$ cat src/rtl/gcd_datapath_if.sv
// gcd_datapath_if -- handshake/status bundle between the GCD control path
// and the GCD datapath.
//
//   X_in, Y_in       external operands for XR / YR
//   SelectXY         0 = external load path, 1 = internal swap/subtract path
//   LoadXR, LoadYR   load enables (LoadXR also qualifies a subtract)
//   Subtract, Swap   internal operation requests (Swap wins)
//   D0, D1           control-path state bits; 2'b11 is the done state
//   I0, I1, Zero     combinational status back to the control path
//   Result, Valid    captured GCD and its one-cycle update pulse
//   IterCount        internal operations since the last external load
//
// master = control path (drives requests), slave = datapath.
interface gcd_datapath_if #(
    parameter int WIDTH = 8
);
    logic [WIDTH-1:0] X_in;
    logic [WIDTH-1:0] Y_in;
    logic             SelectXY;
    logic             LoadXR;
    logic             LoadYR;
    logic             Subtract;
    logic             Swap;
    logic             D0;
    logic             D1;
    logic             I0;
    logic             I1;
    logic             Zero;
    logic [WIDTH-1:0] Result;
    logic             Valid;
    logic [15:0]      IterCount;

    modport master (
        output X_in, Y_in, SelectXY, LoadXR, LoadYR, Subtract, Swap, D0, D1,
        input  I0, I1, Zero, Result, Valid, IterCount
    );

    modport slave (
        input  X_in, Y_in, SelectXY, LoadXR, LoadYR, Subtract, Swap, D0, D1,
        output I0, I1, Zero, Result, Valid, IterCount
    );
endinterface

$ cat src/rtl/gcd_datapath.sv
// gcd_datapath -- operand registers and status logic for a subtract/swap
// GCD engine driven by an external control path.
//
// Ports:
//   clk  rising-edge clock
//   rst  asynchronous, active-high reset
//   bus  gcd_datapath_if.slave: operands, load/swap/subtract requests and
//        control state in; status flags, Result/Valid and IterCount out.
//
// XR/YR are loaded externally (SelectXY=0) or exchanged / reduced
// internally (SelectXY=1, Swap over Subtract). Entering the done state
// {D1,D0}=11 captures XR into Result with a single-cycle Valid pulse.
module gcd_datapath #(
    parameter int WIDTH = 8
) (
    input  logic          clk,
    input  logic          rst,
    gcd_datapath_if.slave bus
);

    localparam logic [1:0]  DONE_STATE = 2'b11;
    localparam logic [15:0] ITER_MAX   = 16'hFFFF;

    logic [WIDTH-1:0] xr;
    logic [WIDTH-1:0] yr;
    logic [WIDTH-1:0] result_r;
    logic             valid_r;
    logic [15:0]      iter_r;
    logic [1:0]       state_prev;

    logic [1:0]       state_now;
    logic             do_swap;
    logic             do_sub;
    logic             ext_load;
    logic             enter_done;

    // Saturating increment: the counter parks at all-ones instead of wrapping.
    function automatic logic [15:0] sat_inc(input logic [15:0] v);
        return (v == ITER_MAX) ? ITER_MAX : v + 16'd1;
    endfunction

    assign state_now  = {bus.D1, bus.D0};
    assign do_swap    = bus.SelectXY & bus.Swap;
    // A subtract only writes XR, so it is qualified by LoadXR.
    assign do_sub     = bus.SelectXY & ~bus.Swap & bus.Subtract & bus.LoadXR;
    assign ext_load   = ~bus.SelectXY & (bus.LoadXR | bus.LoadYR);
    assign enter_done = (state_now == DONE_STATE) && (state_prev != DONE_STATE);

    always_ff @(posedge clk or posedge rst) begin
        if (rst) begin
            xr         <= '0;
            yr         <= '0;
            result_r   <= '0;
            valid_r    <= 1'b0;
            iter_r     <= '0;
            state_prev <= 2'b00;
        end else begin
            if (do_swap) begin
                xr <= yr;
                yr <= xr;
            end else if (do_sub) begin
                xr <= xr - yr;
            end else if (!bus.SelectXY) begin
                if (bus.LoadXR) xr <= bus.X_in;
                if (bus.LoadYR) yr <= bus.Y_in;
            end

            // A fresh load restarts the count even if an op lands the same edge.
            if (ext_load) begin
                iter_r <= '0;
            end else if (do_swap || do_sub) begin
                iter_r <= sat_inc(iter_r);
            end

            // Edge-detect on the done state so a held 11 yields one pulse only.
            state_prev <= state_now;
            valid_r    <= enter_done;
            if (enter_done) begin
                result_r <= xr;
            end
        end
    end

    assign bus.I0        = (xr != yr);
    assign bus.I1        = (xr < yr);
    assign bus.Zero      = (xr == '0) || (yr == '0);
    assign bus.Result    = result_r;
    assign bus.Valid     = valid_r;
    assign bus.IterCount = iter_r;

endmodule
$ cat src/flat_wrapper.sv
// flat-port wrapper written by rule: the top's interface ports become plain ports
module gcd_datapath_flat 
#(
    parameter int WIDTH = 8
)
  (clk, rst, bus_X_in, bus_Y_in, bus_SelectXY, bus_LoadXR, bus_LoadYR, bus_Subtract, bus_Swap, bus_D0, bus_D1, bus_I0, bus_I1, bus_Zero, bus_Result, bus_Valid, bus_IterCount);
  gcd_datapath_if #(.WIDTH(WIDTH)) bus_i ();
  input  logic clk;
  input  logic rst;
  input wire logic [$bits(bus_i.X_in)-1:0] bus_X_in;
  input wire logic [$bits(bus_i.Y_in)-1:0] bus_Y_in;
  input wire logic [$bits(bus_i.SelectXY)-1:0] bus_SelectXY;
  input wire logic [$bits(bus_i.LoadXR)-1:0] bus_LoadXR;
  input wire logic [$bits(bus_i.LoadYR)-1:0] bus_LoadYR;
  input wire logic [$bits(bus_i.Subtract)-1:0] bus_Subtract;
  input wire logic [$bits(bus_i.Swap)-1:0] bus_Swap;
  input wire logic [$bits(bus_i.D0)-1:0] bus_D0;
  input wire logic [$bits(bus_i.D1)-1:0] bus_D1;
  output wire logic [$bits(bus_i.I0)-1:0] bus_I0;
  output wire logic [$bits(bus_i.I1)-1:0] bus_I1;
  output wire logic [$bits(bus_i.Zero)-1:0] bus_Zero;
  output wire logic [$bits(bus_i.Result)-1:0] bus_Result;
  output wire logic [$bits(bus_i.Valid)-1:0] bus_Valid;
  output wire logic [$bits(bus_i.IterCount)-1:0] bus_IterCount;
  assign bus_i.X_in = bus_X_in;
  assign bus_i.Y_in = bus_Y_in;
  assign bus_i.SelectXY = bus_SelectXY;
  assign bus_i.LoadXR = bus_LoadXR;
  assign bus_i.LoadYR = bus_LoadYR;
  assign bus_i.Subtract = bus_Subtract;
  assign bus_i.Swap = bus_Swap;
  assign bus_i.D0 = bus_D0;
  assign bus_i.D1 = bus_D1;
  assign bus_I0 = bus_i.I0;
  assign bus_I1 = bus_i.I1;
  assign bus_Zero = bus_i.Zero;
  assign bus_Result = bus_i.Result;
  assign bus_Valid = bus_i.Valid;
  assign bus_IterCount = bus_i.IterCount;
  gcd_datapath #(.WIDTH(WIDTH)) u_core (.clk(clk), .rst(rst), .bus(bus_i));
endmodule
$ cat config.mk
export PLATFORM = sky130hd
export DESIGN_NAME = gcd_datapath_flat
export DESIGN_NICKNAME = d
export VERILOG_FILES = /design/src/rtl/gcd_datapath_if.sv /design/src/rtl/gcd_datapath.sv /design/src/flat_wrapper.sv
export SDC_FILE = /design/constraint.sdc
export NUM_CORES = 1
export LEC_CHECK = 0
export ABC_CLOCK_PERIOD_IN_PS = 2000
export CAP_MARGIN = 20
export CORE_MARGIN = 2
export CORE_UTILIZATION = 46
export DETAILED_ROUTE_END_ITERATION = 10
export PLACE_DENSITY_LB_ADDON = 0.08
export SLEW_MARGIN = 20
export SYNTH_ARGS = -nofsm -noshare
export SYNTH_HDL_FRONTEND = slang
export SYNTH_SLANG_ARGS = --single-unit
$ cat constraint.sdc
create_clock -name clk -period 2 [get_ports clk]
set_input_delay 0.4 -clock clk [delete_from_list [all_inputs] [get_ports clk]]
set_output_delay 0.4 -clock clk [all_outputs]
set_load 0.03 [all_outputs]
==> results of run 1 <==
[worst max-delay path: stages (launching register included)]
cell	delay, ns
sky130_fd_sc_hd__dfrtp_1	0.41
sky130_fd_sc_hd__inv_2	0.08
sky130_fd_sc_hd__ha_4	0.13
sky130_fd_sc_hd__inv_2	0.03
sky130_fd_sc_hd__fa_2	0.34
sky130_fd_sc_hd__a21o_1	0.18
sky130_fd_sc_hd__a21oi_2	0.16
sky130_fd_sc_hd__nor2_2	0.07
sky130_fd_sc_hd__a211oi_4	0.15
sky130_fd_sc_hd__buf_6	0.16
[flip-flops by register name (all words and copies together) (netlist names)]
register / cells
u_core.bus.Result: 8
u_core.bus.IterCount: 16
u_core.xr: 8
u_core.state_prev: 2
u_core.bus.Valid: 1
u_core.yr: 8
[timing repair]
item                                    in CTS  in global routing
pin swaps                                    5                 14
endpoints found under the setup margin       6                 10
resized for setup                           13                 29
buffers inserted                             4                  6
[cells in the mapped netlist, types with 6 or more instances]
master and count:
sky130_fd_sc_hd__a211oi_1 7, sky130_fd_sc_hd__a21oi_1 14, sky130_fd_sc_hd__a31oi_1 17, sky130_fd_sc_hd__dfrtp_1 43, sky130_fd_sc_hd__ha_1 9, sky130_fd_sc_hd__inv_1 17
sky130_fd_sc_hd__nand2_1 37, sky130_fd_sc_hd__nand3_1 8, sky130_fd_sc_hd__nor2_1 10, sky130_fd_sc_hd__nor3_1 13, sky130_fd_sc_hd__nor4_1 6, sky130_fd_sc_hd__o21ai_0 18
sky130_fd_sc_hd__o22ai_1 9
[cell families (layout without fill, tap and decap cells)]
kind of cell | count (synthesis) | count (layout)
DFF | 43 | 43
buffers and inverters | 28 | 142
and+or+nand+nor | 99 | 99
xor gates and xnor gates | 3 | 3
muxes | 2 | 2
adders and majority gates | 10 | 10
AOI/OAI and AO/OA | 89 | 89
[final cells by class]
| type | count | area share, % |
|---|---|---|
| multi-input combinational | 203 | 38.0 |
| tap | 70 | 2.31 |
| timing repair buffer | 116 | 27.1 |
| clock inverter | 3 | 0.626 |
| clock buffer | 5 | 1.81 |
| sequential | 43 | 28.4 |
| inverter | 18 | 1.78 |
[power by group through the flow]
stage | Combinational (mW) | Clock, mW | Sequential (mW)
6_report | 1.40 | 0.579 | 1.05
5_1_grt | 1.51 | 0.640 | 1.06
4_1_cts | 1.23 | 0.591 | 1.04
3_5_place_dp | 1.16 | 0 | 1.05
3_3_place_gp | 1.15 | 0 | 1.04
2_1_floorplan | 0.525 | 0 | 1.15
[worst max path at each step]
stage                             from      to  slack, ns
after global routing      u_core.xr[0]  bus_I1      -0.52
final                     u_core.xr[0]  bus_I1      -0.41
after global placement    u_core.yr[6]  bus_I0      -0.14
after CTS                 u_core.xr[0]  bus_I1      -0.40
after detailed placement  u_core.yr[5]  bus_I0      -0.17
after floorplan           u_core.xr[0]  bus_I1      -0.12
[through the flow]
step	hold WS [ns]	utilization, %	worst slack [ns]
2_1_floorplan	0.431	-	-0.116
3_3_place_gp	0.459	67.6	-0.141
3_5_place_dp	0.463	67.6	-0.170
4_1_cts	0.476	70.6	-0.404
5_1_grt	0.479	74.3	-0.520
6_report	0.469	74.3	-0.414
[per-layer routing]
metal	share of wire (%)	GRT usage, %
met5	0	0
met4	1.2	6.91
met3	6.1	5.29
met2	46	33.6
met1	47	35.1
==> run summary, run 1 <==
Top library cells by usage in the layout, fill and taps aside - 62 x sky130_fd_sc_hd__buf_4, 49 x sky130_fd_sc_hd__clkdlybuf4s50_1, 42 x sky130_fd_sc_hd__dfrtp_1
I/O pins - 53
Synthesized net count - 309
Critical setup path kind - flip-flop to primary output
Setup repair after global routing missed its margin - true
Arrival time reported for the critical path endpoint - 2.01 ns
Final TNS setup - -0.541 ns
Destination of the worst register-to-register timing path - u_core.xr[7]
Number of placement rows - 26
I/O Buffers - 52
Critical path required time - 1.60 ns
Die Y - 76.9 um
Switching power - 1.09 mW
Min Clock Period, post-route - 2.41 ns
Number of global-route vias before repair - 2,288
CTS H-tree lvls - 2
Detailed Route WL - 7070 um
Total power per unit cell area - 798 nW/um^2
Worst Tran Pin Value - 0.610 ns
Core Area - 5110 um^2
Wire length of the first global-routing pass - 11,000 um
Total placed cells including tap cells - 440
Final hold violation count - 0
Adder-Cell Fraction of Synth Area - 5.43%
Source of the worst register-to-register timing path - u_core.xr[0]
Synthesized cell area - 2440 um^2
Final instance count without filler cells - 458
Max-slew headroom - 59.1%
Cell internal pwr - 1.94 mW
Clock slew at reported path FFs - 0.09 ns
Antenna-violating nets left - 0
Residual overflow from global routing - 0
Seq/Total Area, Yosys - 44.1%
Outcome - finished with violations
Global router's overall resource usage - 23.4%
CTS hold repair buffers - 0
Total number of yosys warnings - 0
Total die area - 5910 um^2
Final net count - 422
Leakage power of the design - 1.66 nW
Worst IR Drop VDD - 746 uV
Synth Flop Type - sky130_fd_sc_hd__dfrtp_1
Footprint of the multi-input gates - 1440 um^2
Clock sinks - 43
Part of the power in the clock network - 19.1%
Clk_lat worst skew - 0.30 ns
Weighted congestion at the end of routability-driven global placement - 0.862
Initial antenna violation count - 0
Synth cell types - 50
Post-route design area - 3800 um^2
Clock skew - 0.00778 ns
Largest area contributor in the netlist - sky130_fd_sc_hd__dfrtp_1
Initial core utilization - 47.8%
Combinational family with the most area after synthesis - compound AO/OA/AOI/OAI gates
Post-detailed-route DRC marker count - 0
Critical-path maximum fanout - 2
TritonCTS clock tree - built
Share of total power in combinational logic - 46.4%
Sequential power share - 34.5%
Fraction of layout cells with a size suffix above 1 - 28.6%
Synthesized-area fraction occupied by and/or/nand/nor cells - 20.9%
Via-per-instance ratio - 5.64
Layout Area Growth over Synthesis - 55.4%
Cells after synthesis - 274
Number of filler cells placed in the layout - 401
Final cycle utilization of the critical path - 121%
Mean routed wirelength per cell - 15.4 um
Detailed-router iteration count before antenna repair - 4
Diodes inserted - 0
Total cell area at the placement stage - 3450 um^2
Synthesized area per cell - 8.91 um^2
Path category of the worst min-delay check - primary input to asynchronous set/reset pin
Yosys top cell area share - 44.1%
Max-slew violation total from the final report - 0
Maximum count of clock buffers along a single path - 2
X dimension of the die - 76.9 um
DPL Wire Length - 5120 um
Initial drt markers - 189
Maximum number of pins on one net before global-route repair - 44
Fraction of registers with async set or reset after synthesis - 100%
Endpoint kind of the worst setup timing path - primary output
FF-to-FF setup slack - -0.09 ns
Main area contributors after synthesis - sky130_fd_sc_hd__dfrtp_1 44%, sky130_fd_sc_hd__nand2_1 5.7%, sky130_fd_sc_hd__ha_1 4.6%, sky130_fd_sc_hd__a31oi_1 4.4%, sky130_fd_sc_hd__o21ai_0 3.7%
Max-cap violation count - 0
Buffer cell driving the clock tree root - sky130_fd_sc_hd__clkbuf_8
Synthesized-area fraction occupied by xor and xnor cells - 1.08%
FMAX - 414 MHz
Proportion of total power due to net switching - 35.9%
Cts bufs inserted - 5
Total power - 3.03 mW
FF+latch count, synth - 43
Launching element type of the critical path - flip-flop
Share of the synthesized area in compound gates (AO/OA/AOI/OAI) - 23.2%
Commonest non-fill, non-tap cell in the layout - sky130_fd_sc_hd__buf_4
Area of all sequential standard cells - 1080 um^2
Failing checks - negative setup slack
Share of cell area taken by muxes after synthesis - 0.820%
Number of enable flip-flop cells after synthesis - 0
Setup WS post-layout - -0.414 ns
Endpoints failing setup - 3
Cell count of the worst reg-to-reg path - 10
Number of vias in the routed layout - 2,581
No activity file was read; power rests on OpenSTA's default activity.
==> inputs of run 2 (changes only) <==
--- a/config.mk
+++ b/config.mk
@@ -6,7 +6,7 @@
 export NUM_CORES = 1
 export LEC_CHECK = 0
 export ABC_CLOCK_PERIOD_IN_PS = 2000
-export CAP_MARGIN = 20
+export CAP_MARGIN = 10
 export CORE_MARGIN = 2
 export CORE_UTILIZATION = 46
 export DETAILED_ROUTE_END_ITERATION = 10
==> results of run 2 <==
Same layout as run 1: the final DEF is identical, and so are final timing and power.
==> inputs of run 3 (changes only) <==
--- a/config.mk
+++ b/config.mk
@@ -5,12 +5,14 @@
 export SDC_FILE = /design/constraint.sdc
 export NUM_CORES = 1
 export LEC_CHECK = 0
+export ABC_AREA = 1
 export ABC_CLOCK_PERIOD_IN_PS = 2000
 export CAP_MARGIN = 10
 export CORE_MARGIN = 2
-export CORE_UTILIZATION = 46
+export CORE_UTILIZATION = 47
+export CTS_CLUSTER_SIZE = 28
 export DETAILED_ROUTE_END_ITERATION = 10
-export PLACE_DENSITY_LB_ADDON = 0.08
+export PLACE_DENSITY = 0.77
 export SLEW_MARGIN = 20
 export SYNTH_ARGS = -nofsm -noshare
 export SYNTH_HDL_FRONTEND = slang
==> run 3 against run 2 <==
Net effect:
- the flow still finishes with violations (negative setup slack)
- utilization down 8.9 points
- worst setup slack gained 0.16 ns
- wire length about the same
- area after synthesis increased by 10%
- hold slack gained 0.014 ns
- fmax increased by 6.9%
- critical path depth rose by 1
- non-clock buffer count shrank 45
- final cell count grew 12%
- die area grew 7.4%
- clock skew is 0.00094 ns higher
==> run summary, run 3 <==
Outcome - finished with violations (unchanged)
Failing checks - negative setup slack (unchanged)
X dimension of the die - 79.7 um (was 76.9 um)
Max-slew violation total from the final report - 0 (unchanged)
Synth Flop Type - sky130_fd_sc_hd__dfrtp_1 (unchanged)
Initial drt markers - 172 (was 189)
Buffer cell driving the clock tree root - sky130_fd_sc_hd__clkbuf_8 (unchanged)
Synth cell types - 32 (was 50)
Maximum number of pins on one net before global-route repair - 44 (unchanged)
Layout Area Growth over Synthesis - 33.8% (was 55.4%)
CTS H-tree lvls - 2 (unchanged)
Residual overflow from global routing - 0 (unchanged)
Total cell area at the placement stage - 3370 um^2 (was 3450 um^2)
Arrival time reported for the critical path endpoint - 1.86 ns (was 2.01 ns)
Antenna-violating nets left - 0 (unchanged)
Number of vias in the routed layout - 2,685 (was 2,581)
Destination of the worst register-to-register timing path - u_core.xr[4] (was u_core.xr[7])
FF+latch count, synth - 43 (unchanged)
Number of enable flip-flop cells after synthesis - 0 (unchanged)
Weighted congestion at the end of routability-driven global placement - 0.922 (was 0.862)
Leakage power of the design - 1.71 nW (was 1.66 nW)
Fraction of registers with async set or reset after synthesis - 100% (unchanged)
Endpoint kind of the worst setup timing path - primary output (unchanged)
Top library cells by usage in the layout, fill and taps aside - 106 x sky130_fd_sc_hd__nand2_1, 49 x sky130_fd_sc_hd__clkdlybuf4s50_1, 44 x sky130_fd_sc_hd__inv_1 (was 62 x sky130_fd_sc_hd__buf_4, 49 x sky130_fd_sc_hd__clkdlybuf4s50_1, 42 x sky130_fd_sc_hd__dfrtp_1)
Seq/Total Area, Yosys - 40.0% (was 44.1%)
Cell count of the worst reg-to-reg path - 12 (was 10)
Min Clock Period, post-route - 2.26 ns (was 2.41 ns)
Commonest non-fill, non-tap cell in the layout - sky130_fd_sc_hd__nand2_1 (was sky130_fd_sc_hd__buf_4)
Mean routed wirelength per cell - 13.8 um (was 15.4 um)
Clock sinks - 43 (unchanged)
Die Y - 79.7 um (was 76.9 um)
Total power per unit cell area - 808 nW/um^2 (was 798 nW/um^2)
Critical setup path kind - flip-flop to primary output (unchanged)
Synthesized area per cell - 7.25 um^2 (was 8.91 um^2)
Critical path required time - 1.60 ns (about the same)
Total placed cells including tap cells - 500 (was 440)
Total power - 2.91 mW (was 3.03 mW)
Clock slew at reported path FFs - 0.09 ns (about the same)
Final net count - 474 (was 422)
Capturing element of the worst setup path - bus_I1 (unchanged)
Most repeated cell in the gate-level netlist after synthesis - sky130_fd_sc_hd__nand2_1 (was sky130_fd_sc_hd__dfrtp_1)
Startpoint of the most critical setup path - u_core.xr[0] (unchanged)
Via-per-instance ratio - 5.24 (was 5.64)
Maximum count of clock buffers along a single path - 2 (unchanged)
Synthesized net count - 406 (was 309)
Critical-path maximum fanout - 2 (unchanged)
Wire length of the first global-routing pass - 11,900 um (was 11,000 um)
Number of global-route vias before repair - 2,499 (was 2,288)
Source of the worst register-to-register timing path - u_core.xr[0] (unchanged)
Initial antenna violation count - 0 (unchanged)
Number of placement rows - 27 (was 26)
Top post-synthesis cells by count - 107 x sky130_fd_sc_hd__nand2_1, 49 x sky130_fd_sc_hd__inv_1, 43 x sky130_fd_sc_hd__dfrtp_1 (was 43 x sky130_fd_sc_hd__dfrtp_1, 37 x sky130_fd_sc_hd__nand2_1, 18 x sky130_fd_sc_hd__o21ai_0)
I/O pins - 53 (unchanged)
Total number of yosys warnings - 0 (unchanged)
Total die area - 6350 um^2 (was 5910 um^2)
Setup repair after global routing missed its margin - true (unchanged)
Final instance count without filler cells - 512 (was 458)
Diodes inserted - 0 (unchanged)
Detailed Route WL - 7070 um (about the same)
Final hold violation count - 0 (unchanged)
Endpoints failing setup - 1 (was 3)
Worst Tran Pin Value - 0.373 ns (was 0.610 ns)
DPL Wire Length - 5080 um (was 5120 um)
Launching element type of the critical path - flip-flop (unchanged)
Flip-flop count of the largest register, all copies and words added - 16 (unchanged)
Max-slew headroom - 75.1% (was 59.1%)
Yosys top cell area share - 40.0% (was 44.1%)
Global router's overall resource usage - 24.1% (was 23.4%)
TritonCTS clock tree - built (unchanged)
Fraction of layout cells with a size suffix above 1 - 12.7% (was 28.6%)
Path category of the worst min-delay check - primary input to asynchronous set/reset pin (unchanged)
Clk_lat worst skew - 0.30 ns (about the same)
Final cycle utilization of the critical path - 113% (was 121%)
Cts bufs inserted - 5 (unchanged)
Cells after synthesis - 371 (was 274)
FF-to-FF setup slack - 0.22 ns (was -0.09 ns)
Post-route design area - 3600 um^2 (was 3800 um^2)
Worst IR Drop VDD - 584 uV (was 746 uV)
Largest area contributor in the netlist - sky130_fd_sc_hd__dfrtp_1 (unchanged)
Clock skew - 0.00872 ns (was 0.00778 ns)
Detailed-router iteration count before antenna repair - 4 (unchanged)
Setup slack after placement - -0.0206 ns (was -0.170 ns)
Post-detailed-route DRC marker count - 0 (unchanged)
Setup WS post-layout - -0.258 ns (was -0.414 ns)
Finished Core Util - 65.4% (was 74.3%)
Core Area - 5510 um^2 (was 5110 um^2)
FMAX - 443 MHz (was 414 MHz)
Initial core utilization - 48.9% (was 47.8%)
Max-cap violation count - 0 (unchanged)
Synthesized cell area - 2690 um^2 (was 2440 um^2)
Main area contributors after synthesis - sky130_fd_sc_hd__dfrtp_1 40%, sky130_fd_sc_hd__nand2_1 15%, sky130_fd_sc_hd__inv_1 6.8%, sky130_fd_sc_hd__nand3_1 4.6%, sky130_fd_sc_hd__o21ai_0 4.6% (was sky130_fd_sc_hd__dfrtp_1 44%, sky130_fd_sc_hd__nand2_1 5.7%, sky130_fd_sc_hd__ha_1 4.6%, sky130_fd_sc_hd__a31oi_1 4.4%, sky130_fd_sc_hd__o21ai_0 3.7%)
I/O Buffers - 52 (unchanged)
## run 3: worst min path at each step
stage	startpoint	to	slack, ns	cells past startpoint
global placement	u_core.bus.Result[4]	u_core.bus.Result[4]	0.47	2
finish	rst	u_core.state_prev[1]	0.48	3
global route	rst	u_core.bus.Valid	0.52	3
floorplan	bus_D0	u_core.state_prev[0]	0.43	0
detailed placement	u_core.bus.Result[4]	u_core.bus.Result[4]	0.47	2
CTS	rst	u_core.state_prev[1]	0.50	3
## run 3: report_power, final
group / total, mW / switching [mW] / leakage [nW] / internal (mW)
registers: 1.05 / 0.0827 / 0.548 / 0.966
clock network: 0.818 / 0.320 / 0.0644 / 0.498
logic: 1.04 / 0.578 / 1.10 / 0.465
## run 3: stage by stage
step | hold slack [ns] | TNS, ns
final | 0.484 | -0.258
after global placement | 0.465 | 0
after detailed placement | 0.473 | -0.0206
after global routing | 0.517 | -0.406
after floorplan | 0.431 | 0
after CTS | 0.497 | -0.325
## run 3: layout make-up
type,instances,area (um^2)
sequential,43,1080
timing repair buffer,71,673
clock buffer,5,68.8
clock inverter,3,67.6
multi-input combinational,267,1440
inverter,51,191
fill,460,1900
tap,72,90.1
## run 3: worst max-delay path, cell delays in order, from the launching register on
cell	delay [ns]
sky130_fd_sc_hd__dfrtp_1	0.39
sky130_fd_sc_hd__inv_2	0.08
sky130_fd_sc_hd__ha_4	0.13
sky130_fd_sc_hd__inv_2	0.04
sky130_fd_sc_hd__fa_2	0.34
sky130_fd_sc_hd__nand2_1	0.06
sky130_fd_sc_hd__nand2_1	0.06
sky130_fd_sc_hd__nand2_1	0.07
sky130_fd_sc_hd__nor2_1	0.06
sky130_fd_sc_hd__a211oi_4	0.16
sky130_fd_sc_hd__buf_6	0.16
## run 3: timing repair
action / in CTS / in global routing
buffers inserted: 4 / 0
resized for setup: 10 / 7
endpoints found under the setup margin: 3 / 3
hold buffers: 0 / 0
pin swaps: 3 / 7
## run 3: kinds of logic after synthesis
logic type	count (synthesis)	synth area share, %
fa+ha+maj	10	4.93
buf+inv	61	9.53
compound gates	71	14.6
flops	43	40.0
simple gates	182	29.6
xor+xnor	4	1.30
## run 3: metal layers
| metal | vias up | part of all wire (%) | GRT usage, % |
|---|---|---|---|
| met5 | - | 0 | 0 |
| met2 | 81 | 46 | 36.6 |
| met4 | 0 | 1.6 | 9.14 |
| met3 | 10 | 5.3 | 4.07 |
| li1 | 1350 | - | - |
| met1 | 1244 | 47 | 34.3 |
